<file path="config.mk">
export PLATFORM = sky130hd
export DESIGN_NAME = spin_ctrl
export DESIGN_NICKNAME = d
export VERILOG_FILES = /design/src/rtl/spin_pkg.sv /design/src/rtl/spin_tick_gen.sv /design/src/rtl/spin_ctrl.sv
export SDC_FILE = /design/constraint.sdc
export NUM_CORES = 1
export LEC_CHECK = 0
export CORE_AREA = 3 3 85 87
export CTS_CLUSTER_DIAMETER = 80
export DETAILED_ROUTE_END_ITERATION = 16
export DIE_AREA = 0 0 88 90
export HOLD_SLACK_MARGIN = 0.12
export PLACE_DENSITY = 0.76
export REMOVE_ABC_BUFFERS = 1
export SLEW_MARGIN = 20
export SYNTH_ARGS = -nofsm -noshare
export SYNTH_HDL_FRONTEND = slang
export SYNTH_SLANG_ARGS = --single-unit
</file>
<file path="constraint.sdc">
create_clock -name clk_i -period 2.83 [get_ports clk_i]
set_input_delay 0.4245 -clock clk_i [delete_from_list [all_inputs] [get_ports clk_i]]
set_output_delay 0.4245 -clock clk_i [all_outputs]
set_load 0.02 [all_outputs]
</file>
<file path="src/rtl/spin_pkg.sv">
// spin_pkg: shared definitions for the LED-spinner round sequencer.
//   state_e   - round FSM state, encoded as seen on spin_ctrl.state_o
//   SCORE_W   - width of the win tally
//   SCORE_MAX - saturation value of the win tally
package spin_pkg;

  typedef enum logic [1:0] {
    ST_IDLE  = 2'd0,
    ST_SPIN  = 2'd1,
    ST_BRAKE = 2'd2,
    ST_HALT  = 2'd3
  } state_e;

  localparam int unsigned SCORE_W = 8;
  localparam logic [SCORE_W-1:0] SCORE_MAX = '1;

endpackage

</file>
<file path="src/rtl/spin_tick_gen.sv">
// spin_tick_gen: programmable divider producing a registered one-cycle tick.
// The divider counts 0..period-1. The tick is high in the cycle after the
// divider reaches period-1, and the divider returns to 0 at the same time.
//   clk    in  system clock
//   rst_n  in  asynchronous active-low reset
//   en     in  count enable; when low, the divider is held at 0 and no tick is made
//   clr    in  synchronous restart of the divider (takes priority over en)
//   period in  interval length in clocks, sampled every cycle
//   tick   out registered one-cycle strobe
module spin_tick_gen #(
  parameter int unsigned DIV_W = 16
) (
  input  logic             clk,
  input  logic             rst_n,
  input  logic             en,
  input  logic             clr,
  input  logic [DIV_W-1:0] period,
  output logic             tick
);

  logic [DIV_W-1:0] div_q, div_d;
  logic             tick_q, tick_d;

  always_comb begin
    div_d  = '0;
    tick_d = 1'b0;
    if (en && !clr) begin
      if (div_q == period - DIV_W'(1)) begin
        tick_d = 1'b1;
      end else begin
        div_d = div_q + DIV_W'(1);
      end
    end
  end

  always_ff @(posedge clk or negedge rst_n) begin
    if (!rst_n) begin
      div_q  <= '0;
      tick_q <= 1'b0;
    end else begin
      div_q  <= div_d;
      tick_q <= tick_d;
    end
  end

  assign tick = tick_q;

endmodule

</file>
<file path="src/rtl/spin_ctrl.sv">
// spin_ctrl: round sequencer for the LED-spinner wheel.
// Generates the wheel tick strobe (constant period while spinning, ramping
// period while braking), raises the stop request once the period saturates,
// waits for the wheel to stop, then latches win/score.
//   clk_i     in  system clock
//   rst_n_i   in  asynchronous active-low reset
//   btn_i     in  player button (synchronised, debounced, level)
//   running_i in  wheel running flag
//   pos_i     in  wheel position
//   tick_o    out one-cycle strobe to the wheel
//   stop_o    out stop request to the wheel
//   state_o   out current FSM state (IDLE 0, SPIN 1, BRAKE 2, HALT 3)
//   win_o     out last round ended on WIN_POS
//   score_o   out saturating count of won rounds
module spin_ctrl
  import spin_pkg::*;
#(
  parameter int unsigned BASE_DIV  = 2500,
  parameter int unsigned RAMP_STEP = 250,
  parameter int unsigned MAX_DIV   = 20000,
  parameter int unsigned MIN_TICKS = 16,
  parameter logic [2:0]  WIN_POS   = 3'd0,
  parameter int unsigned DIV_W     = 16
) (
  input  logic               clk_i,
  input  logic               rst_n_i,
  input  logic               btn_i,
  input  logic               running_i,
  input  logic [2:0]         pos_i,
  output logic               tick_o,
  output logic               stop_o,
  output logic [1:0]         state_o,
  output logic               win_o,
  output logic [SCORE_W-1:0] score_o
);

  localparam logic [DIV_W-1:0] BASE_P = DIV_W'(BASE_DIV);
  localparam logic [DIV_W-1:0] MAX_P  = DIV_W'(MAX_DIV);
  localparam logic [DIV_W:0]   RAMP_P = (DIV_W+1)'(RAMP_STEP);
  localparam int unsigned      CNT_W  = (MIN_TICKS < 1) ? 1 : $clog2(MIN_TICKS + 1);
  localparam logic [CNT_W-1:0] MIN_P  = CNT_W'(MIN_TICKS);

  state_e             state_q, state_d;
  logic               btn_q;
  logic [DIV_W-1:0]   period_q, period_d;
  logic [CNT_W-1:0]   cnt_q, cnt_d;
  logic               stop_q, stop_d;
  logic               win_q, win_d;
  logic [SCORE_W-1:0] score_q, score_d;

  logic               press;
  logic               tick;
  logic               div_clr;
  logic               div_en;
  logic               win_now;
  logic [DIV_W:0]     ramp_sum;
  logic [DIV_W-1:0]   ramp_sat;

  assign press   = btn_i & ~btn_q;
  assign win_now = (pos_i == WIN_POS);

  // Extra bit keeps the sum from wrapping before the saturation compare.
  assign ramp_sum = {1'b0, period_q} + RAMP_P;
  assign ramp_sat = (ramp_sum >= {1'b0, MAX_P}) ? MAX_P : ramp_sum[DIV_W-1:0];

  always_comb begin
    state_d  = state_q;
    period_d = period_q;
    cnt_d    = cnt_q;
    stop_d   = stop_q;
    win_d    = win_q;
    score_d  = score_q;
    div_clr  = 1'b0;

    unique case (state_q)
      ST_IDLE, ST_HALT: begin
        if (press) begin
          state_d  = ST_SPIN;
          stop_d   = 1'b0;
          period_d = BASE_P;
          cnt_d    = '0;
          div_clr  = 1'b1;
        end
      end
      ST_SPIN: begin
        // Press is checked against the count before this cycle's tick lands.
        if (press && (cnt_q == MIN_P)) begin
          state_d = ST_BRAKE;
        end
        if (tick && (cnt_q != MIN_P)) begin
          cnt_d = cnt_q + CNT_W'(1);
        end
      end
      ST_BRAKE: begin
        if (tick) begin
          period_d = ramp_sat;
        end
        // Looking at the updated period raises stop on the same edge the
        // period saturates, and on the first BRAKE edge if BASE >= MAX.
        if (period_d >= MAX_P) begin
          stop_d = 1'b1;
        end
        if (stop_q && !running_i) begin
          state_d = ST_HALT;
          win_d   = win_now;
          if (win_now && (score_q != SCORE_MAX)) begin
            score_d = score_q + SCORE_W'(1);
          end
        end
      end
      default: state_d = ST_IDLE;
    endcase
  end

  // Enable follows the next state so no tick is scheduled into HALT.
  assign div_en = (state_d == ST_SPIN) || (state_d == ST_BRAKE);

  always_ff @(posedge clk_i or negedge rst_n_i) begin
    if (!rst_n_i) begin
      state_q  <= ST_IDLE;
      btn_q    <= 1'b0;
      period_q <= BASE_P;
      cnt_q    <= '0;
      stop_q   <= 1'b1;
      win_q    <= 1'b0;
      score_q  <= '0;
    end else begin
      state_q  <= state_d;
      btn_q    <= btn_i;
      period_q <= period_d;
      cnt_q    <= cnt_d;
      stop_q   <= stop_d;
      win_q    <= win_d;
      score_q  <= score_d;
    end
  end

  spin_tick_gen #(
    .DIV_W (DIV_W)
  ) u_tick_gen (
    .clk    (clk_i),
    .rst_n  (rst_n_i),
    .en     (div_en),
    .clr    (div_clr),
    .period (period_q),
    .tick   (tick)
  );

  assign tick_o  = tick;
  assign stop_o  = stop_q;
  assign state_o = state_q;
  assign win_o   = win_q;
  assign score_o = score_q;

endmodule

</file>
# Word level (Yosys, flattened, before mapping)
# Index checks and enable logic that the tools add are counted.
[totals]
register_bits = 51
input_bits = 7
word_cells = 69
output_inout_bits = 13
[op_classes]
n_addsub = 5
n_eq_ne = 12
bitwise = 2
n_mux = 21
n_reduce_logical = 18
order_cmp = 2
[ops]
columns = ["operator", "count"]
rows = [
  ["16-bit two-way mux", 6],
  ["16-bit one-hot mux with 2 select lines", 1],
  ["16-bit by 8-bit adder with 17-bit output (second input constant)", 1],
  ["17-bit by 15-bit greater-or-equal comparator with 1-bit output (second input constant)", 1],
  ["16-bit by 1-bit adder with 16-bit output (second input constant)", 1],
  ["16-bit == test", 1],
  ["16-bit by 15-bit greater-or-equal comparator with 1-bit output (second input constant)", 1],
  ["16-bit by 1-bit subtractor with 16-bit output (second input constant)", 1],
  ["5-bit two-way mux", 2],
  ["5-bit one-hot mux with 2 select lines", 1],
  ["3-bit AND reduction", 3],
  ["8-bit by 1-bit adder with 8-bit output (second input constant)", 1],
  ["8-bit != test (second input constant)", 1],
  ["2-bit == test (second input constant)", 3],
  ["1-bit two-way mux", 6],
  ["2-bit two-way mux", 3],
  ["2-bit != test (second input constant)", 3],
  ["2-bit one-hot mux with 3 select lines", 1],
  ["5-bit by 1-bit adder with 5-bit output (second input constant)", 1],
  ["5-bit == test (second input constant)", 1],
  ["1-bit logical AND", 5],
  ["5-bit != test (second input constant)", 1],
  ["2-bit by 1-bit == test with 1-bit output (second input constant)", 2],
  ["2-bit AND reduction", 2],
  ["other kinds (9)", 11],
]

# Longest topological paths before layout
# Gate-level depths: netlist of run 1.
[logic_depth]
word_depth = 9
depth_mapped = 11
depth_no_buf = 9

# Modules after synthesis
# From an unflattened synthesis of run 1, not the netlist that was laid out.
[hier_totals]
hier_cells = 461
area_unflattened_um2 = 3990.1
[modules_own_cells]
columns = ["module", "n_inst", "cells_per_inst", "area_per_inst_um2", "seq_area_each_um2"]
rows = [
  ["spin_ctrl", 1, 276, 2367.3, 858.3],
  ["spin_tick_gen", 1, 185, 1622.8, 425.4],
]

# Worst setup path before layout of run 1
# Ideal clock, no wire load.
[synth_path]
path_type = "register to register"
start = "register period_q[1]"
end = "register u_tick_gen.div_q[12]"
t_required_ps = 2759
period_less_slack_ps = 2693
path_stages_with_launch = 11
path_slack_ps = 137
path_buffers = 1
setup_time_ps = 71
t_arrival_ps = 2621
cell_sequence = "dfrtp_1 inv_1 ha_1 or4b_2 nor2_1 mux2_2 mux2i_1 o21ai_0 a41o_2 buf_6 nor2_1"
[synth_via]
elab_chain_len = 4
[synth_rtl]
columns = ["item", "line", "source"]
rows = [
  ["start, declared", "spin_ctrl.sv:45", "logic [DIV_W-1:0] period_q, period_d;"],
  ["start signal, assigned", "spin_ctrl.sv:130", "period_q <= period_d;"],
  ["16-bit by 1-bit subtractor with 16-bit output", "spin_tick_gen.sv:28", "if (div_q == period - DIV_W'(1)) begin"],
  ["16-bit == test", "spin_tick_gen.sv:28", ""],
  ["16-bit two-way mux", "spin_tick_gen.sv:28", ""],
  ["16-bit two-way mux", "spin_tick_gen.sv:27", "if (en && !clr) begin"],
  ["named net u_tick_gen.div_d[12]", "spin_tick_gen.sv:21", "logic [DIV_W-1:0] div_q, div_d;"],
  ["end signal, assigned", "spin_tick_gen.sv:41", "div_q <= div_d;"],
  ["end, declared", "spin_tick_gen.sv:21", ""],
]
# The timed path passes the listed nets, and every way through them passes these cells.
# A chain may end at the register's enable or synchronous reset.

# Worst setup path after layout of run 1
[layout_path]
start = "register period_q[1]"
end = "register period_q[13]"
[layout_via]
elab_chain_len = 6
[layout_rtl]
columns = ["item", "line", "source"]
rows = [
  ["16-bit by 8-bit adder with 17-bit output (*)", "spin_ctrl.sv:63", "assign ramp_sum = {1'b0, period_q} + RAMP_P;"],
  ["17-bit by 15-bit greater-or-equal comparator with 1-bit output", "spin_ctrl.sv:64", "assign ramp_sat = (ramp_sum >= {1'b0, MAX_P}) ? MAX_P : ramp_sum[DIV_W-1:0];"],
  ["16-bit two-way mux (*)", "spin_ctrl.sv:64", ""],
  ["16-bit two-way mux (*)", "spin_ctrl.sv:95", "if (tick) begin"],
  ["16-bit two-way mux (*)", "spin_ctrl.sv:75", "unique case (state_q)"],
  ["16-bit one-hot mux with 2 select lines (*)", "spin_ctrl.sv:75", ""],
]
# Mark *: on every way between the ends. The rest lies on a longest branch, timed or not. The select of a mux whose other input is x is not followed.

==> impl_metrics.toml, run 1 <==
[pwr]
ir_drop_mv = 0.186
power.leakage_nw = 1.71
power.total_mw = 1.16
p_per_area_nw_per_um2 = 289

[cells_and_area]
stdcell_area_um2 = 4030
fin_util = 0.627
nets = 460
fill_cells = 538
antenna_cells = 0
areaGrowthSynthToFinish_pct = 14.8
drive_gt1_frac = 0.128
stdcell_count = 522

[routing]
drc_errors = 0
drt_pre_antenna_iters = 8
drtIter0Drc = 226
via_count = 3238
viasPerCell = 6.20
dr.max_layer_used = "met4"
ant_nets = 0
wl_met2_um = 4220
met3_length_um = 470
wl_per_cell_um = 16.9
routed_wl_um = 8820
m1WireLength_um = 3910

[placed_design]
dpl_worst_slack_ns = 0.0823
numPortBuffers = 19
place_congestion = 1.01
dp.cells = 510
place_area_um2 = 3880
place_hpwl_um = 6610

[grt]
grt_usage = 0.228
grt_pass1_wl_um = 14700
grt_max_degree = 33
grt_pass1_vias = 3095
grt_overflow_total = 0
antenna_found_initial = 0

[logic_synthesis]
synth_ff_type = "dfrtp_1"
syn_inst = 409
synth_async_sr_flop_share = 1.00
ys_ff_latch = 51
yosysMostFrequentCell = "dfrtp_1"
synth.cell_area_um2 = 3510
yosysUniqueCellTypes = 60
yosysTopAreaCellShare = 0.321
synthTopCellsByArea = "dfrtp_1 32%, xnor2_1 7.5%, xor2_1 4.7%"
ys_top_cells_by_count = "45 x dfrtp_1, 43 x nand2_1, 42 x nor2_1"
synth_top_area_cell = "dfrtp_1"
synth_edf_count = 0
ys_warn_count = 0
synth_area_per_cell_um2 = 8.57
ys_seq_area_frac = 0.366

[setup_path]
critPathKind = "register to register"
crit_top_cell = "buf_4"
crit_chain = "ha_1 -> or3_1 -> buf_4 -> nor2_1 -> a22oi_1 -> o221ai_1 -> a21oi_1 -> buf_4 -> or4_1 -> o21ai_0"
crit_path_max_incr_delay_ns = 0.50
crit_fanout = 5
cp-start-kind = "register"
critPathSlowestCell = "or4_1"
reg2reg_from = "period_q[1]"
crit_required_ns = 3.05
worstSetupStartpoint = "period_q[1]"
worstPathArrival_ns = 2.97
end_kind = "register"

[sta]
finalCritPeriodShare = 0.973
finalSetupViolCount = 0
fin_tns_setup_ns = 0
skew_ns = 0.00565
tightest_slew_ns = 0.688
max_clock_freq_ghz = 0.363
slew_headroom = 0.538
fin_crit_ns = 2.75
layout_setup_ws_ns = 0.0750
maxSlewViolCount = 0
hold_ws_ns = 0.495
hold_viol = 0

[floorplan]
die_h_um = 90
num_io_pins = 20
row_count = 29
core_um2 = 6420
initial_core_util = 0.546
die_w_um = 88
dieArea_um2 = 7920

[cts]
insertion_delay_ns = 0.30
clock_sinks = 51
cts_tree = "yes"
root_buffer = "clkbuf_8"
cts_buffers = 5
ctsLongestPathBuffers = 2
clk_pin_slew_ns = 0.09
htree_levels = 2

[flow_run]
cap_viol_max_count = 0

[worst_hold_path]
hold_path.class = "register to register"
hp-start = "win_o"

[run_status]
status = "complete, no violations"
[critical path: cells and delay by family, from the launching register on]
| kind | cells | cell delay [ns] |
|---|---|---|
| and+or+nand+nor | 3 | 1.00 |
| adders and majority gates | 1 | 0.27 |
| buffers and inverters | 2 | 0.33 |
| AOI/OAI and AO/OA | 4 | 0.66 |
| DFF | 1 | 0.41 |
[per-layer routing]
| layer | up-vias | global-route usage |
|---|---|---|
| met4 | 0 | 0.0870 |
| li1 | 1524 | - |
| met5 | - | 0 |
| met3 | 24 | 0.0347 |
| met1 | 1568 | 0.316 |
| met2 | 122 | 0.354 |
[placed cells by master, fill, tap and decap left out, types with 8 or more instances in the layout]
cell type and n:
dfrtp_1 45, nand2_1 43, nor2_1 41, xnor2_1 30, buf_4 27, o21ai_0 21
nand3_1 21, xor2_1 19, clkdlybuf4s50_1 18, inv_1 17, a21oi_1 15, nand4_1 12
and2_1 8, ha_1 8
[cells by family (layout without fill, tap and decap cells)]
group / after synthesis / after routing / synth area share
xor+xnor: 49 / 49 / 0.122
mux: 5 / 5 / 0.0150
compound gates: 90 / 90 / 0.175
simple gates: 168 / 168 / 0.243
fa+ha+maj: 9 / 9 / 0.0321
flops: 51 / 51 / 0.366
buf+inv: 37 / 73 / 0.0460
[registers in the layout (all words and copies together) (netlist names)]
signal,cells
state_o,2
score_o,8
stop_o,1
win_o,1
period_q,16
btn_q,1
u_tick_gen.div_q,16
u_tick_gen.tick,1
cnt_q,5
[final timing paths]
kind                                  endpoint  slack (ns)  depth (start not counted)
setup / recovery                  period_q[13]        0.08                         10
hold / removal                           win_o        0.49                          2
setup reg to reg                  period_q[13]        0.08                         10
hold reg to reg                          win_o        0.49                          2
max in group asynchronous          period_q[7]        1.44                          3
min in group asynchronous  u_tick_gen.div_q[2]        0.60                          2
[final cells by class]
class	count	area, um2	share of cell area
Clock inverter	1	5.00	0.00124
Sequential cell	51	1280	0.319
Inverter	17	63.8	0.0159
Timing Repair Buffer	48	418	0.104
Tap cell	77	96.3	0.0239
Multi-Input combinational cell	321	2080	0.517
Clock buffer	7	76.3	0.0190
[what timing repair did]
| action | in CTS | in global routing |
|---|---|---|
| hold buffers | 1 | 0 |
| resized for setup | 0 | 5 |
| endpoints found under the setup margin | 0 | 18 |
| buffers inserted | 0 | 3 |
| endpoints found under the hold margin | 19 | 0 |
[report_power, final]
| group | switching, mW | total, mW | internal (mW) |
|---|---|---|---|
| Clock | 0.235 | 0.410 | 0.174 |
| Sequential | 0.000239 | 0.729 | 0.729 |
| Combinational | 0.0161 | 0.0251 | 0.00900 |
No activity file was read; power rests on OpenSTA's default activity.
==> run 2, diff against run 1 <==
--- a/config.mk
+++ b/config.mk
@@ -9,6 +9,7 @@
 export CTS_CLUSTER_DIAMETER = 80
 export DETAILED_ROUTE_END_ITERATION = 16
 export DIE_AREA = 0 0 88 90
+export GPL_TIMING_DRIVEN = 0
 export HOLD_SLACK_MARGIN = 0.12
 export PLACE_DENSITY = 0.76
 export REMOVE_ABC_BUFFERS = 1
==> run 2 against run 1 <==
  * Critical path depth is 3 lower
  * Core utilization is 1.5 points lower
  * Global-route usage is 1.7 points lower
  * Clock power grew 5.1%
  * Clock-buffer cell count decreased by 2
  * Sequential cell count unchanged
  * Final cell count shrank 4.8%
==> impl_metrics.toml, run 2 (synthesized netlist as in run 1, its figures left out) <==
[setup_path]
cp-start-kind = "register"
end_kind = "register"
reg2reg_from = "period_q[8]"
worstPathArrival_ns = 3.04
crit_fanout = 18
reg2reg_depth = 7
critPathKind = "register to register"
reg2reg_slack_ns = 0.01
r2r_end = "period_q[13]"
crit_required_ns = 3.06

[placed_design]
numPortBuffers = 19
place_area_um2 = 3690
place_congestion = 0.957
place_hpwl_um = 5950

[cells_and_area]
layout.cells.most_common = "dfrtp_1"
stdcell_area_um2 = 3930
drive_gt1_frac = 0.105
areaGrowthSynthToFinish_pct = 12.0
layout_common_cells = "43 x dfrtp_1, 41 x nor2_1, 41 x nand2_1"
fill_cells = 551
fin_util = 0.612
nets = 435
antenna_cells = 0

[sta]
tightest_slew_ns = 0.726
maxSlewViolCount = 0
max_clock_freq_ghz = 0.355
fin_crit_ns = 2.82
finalSetupViolCount = 0
fin_tns_setup_ns = 0
hold_viol = 0
slew_headroom = 0.512
skew_ns = 0.00636
finalCritPeriodShare = 0.996

[floorplan]
core_um2 = 6420
row_count = 29
dieArea_um2 = 7920
die_w_um = 88
num_io_pins = 20
initial_core_util = 0.546
die_h_um = 90

[cts]
clock_sinks = 51
ctsHoldBuffers = 0
cts_tree = "yes"
htree_levels = 2
root_buffer = "clkbuf_8"
insertion_delay_ns = 0.31
clk_pin_slew_ns = 0.10
cts_buffers = 5
ctsLongestPathBuffers = 2

[grt]
grt_pass1_wl_um = 13700
antenna_found_initial = 0
grt_overflow_total = 0
grt_pass1_vias = 2862
grt_max_degree = 52
grt_usage = 0.211

[routing]
routed_wl_um = 8510
drc_errors = 0
drtIter0Drc = 240
viasPerCell = 6.27
via_count = 3118
drt_pre_antenna_iters = 7
wl_per_cell_um = 17.1
ant_nets = 0

[flow_run]
cap_viol_max_count = 0

[pwr]
pwr-share-clk = 0.364
netSwitchingPower_mw = 0.274
swShare = 0.232
intPower_mw = 0.910
pwr-share-comb = 0.020
power.leakage_nw = 1.60
seq_power_share = 0.616
p_per_area_nw_per_um2 = 302
ir_drop_mv = 0.169

[worst_hold_path]
hold_path.class = "input port to async pin"

[run_status]
status = "complete, no violations"
run 2: layer usage:
| metal | track usage | vias up | part of all wire |
|---|---|---|---|
| met2 | 0.332 | 120 | 0.48 |
| li1 | - | 1478 | - |
| met4 | 0.0588 | 0 | 0.016 |
| met3 | 0.0320 | 15 | 0.057 |
| met5 | 0 | - | 0 |
| met1 | 0.298 | 1505 | 0.45 |
run 2: power groups by stage:
stage / Combinational (mW) / Sequential (mW) / Clock, mW
2_1_floorplan: 0.00142 / 0.744 / 0
3_3_place_gp: 0.0246 / 0.744 / 0
3_5_place_dp: 0.0250 / 0.744 / 0
4_1_cts: 0.0250 / 0.730 / 0.447
5_1_grt: 0.0272 / 0.730 / 0.466
6_report: 0.0236 / 0.730 / 0.431
run 2: timing repair:
item                       4_1_cts  5_1_grt
gates resized for setup          3       21
pin swaps                        0        3
setup buffers                    0        3
setup endpoints to repair       23       32
cloned                           0        1
run 2: through the flow:
stage	total power [mW]	hold slack, ns	instances	worst slack (ns)
global placement	0.768	0.464	485	-0.162
global route	1.22	0.181	497	-0.0349
floorplan	0.745	0.129	389	0.187
detailed placement	0.769	0.484	485	-0.126
CTS	1.20	0.160	493	-0.0708
finish	1.18	0.142	497	0.0107
run 2: how the worst max path moves through the flow:
| stage | endpoint | slack (ns) | cells past startpoint | from |
|---|---|---|---|---|
| finish | period_q[13] | 0.01 | 7 | period_q[8] |
| global route | period_q[12] | -0.03 | 7 | period_q[8] |
| CTS | u_tick_gen.div_q[6] | -0.07 | 9 | period_q[1] |
| detailed placement | period_q[7] | -0.13 | 8 | period_q[1] |
| global placement | period_q[10] | -0.16 | 1 | rst_n_i |
| floorplan | u_tick_gen.div_q[11] | 0.19 | 9 | period_q[1] |
run 2: area by class of cell:
cell class | instances | area, um2 | area share
clock buffer | 5 | 68.8 | 0.0175
sequential | 51 | 1290 | 0.327
timing repair buffer | 22 | 210 | 0.0535
inverter | 17 | 63.8 | 0.0162
multi-input combinational | 322 | 2180 | 0.556
clock inverter | 3 | 20.0 | 0.00510
tap | 77 | 96.3 | 0.0245
run 2: worst max-delay path, cell delays in order, from the launching register on:
cell and delay (ns):
dfstp_2 0.73, nand4_1 0.23, a211oi_1 0.56, xnor2_1 0.20, a21oi_1 0.30, a21oi_4 0.11, or4_1 0.51, o21ai_0 0.09
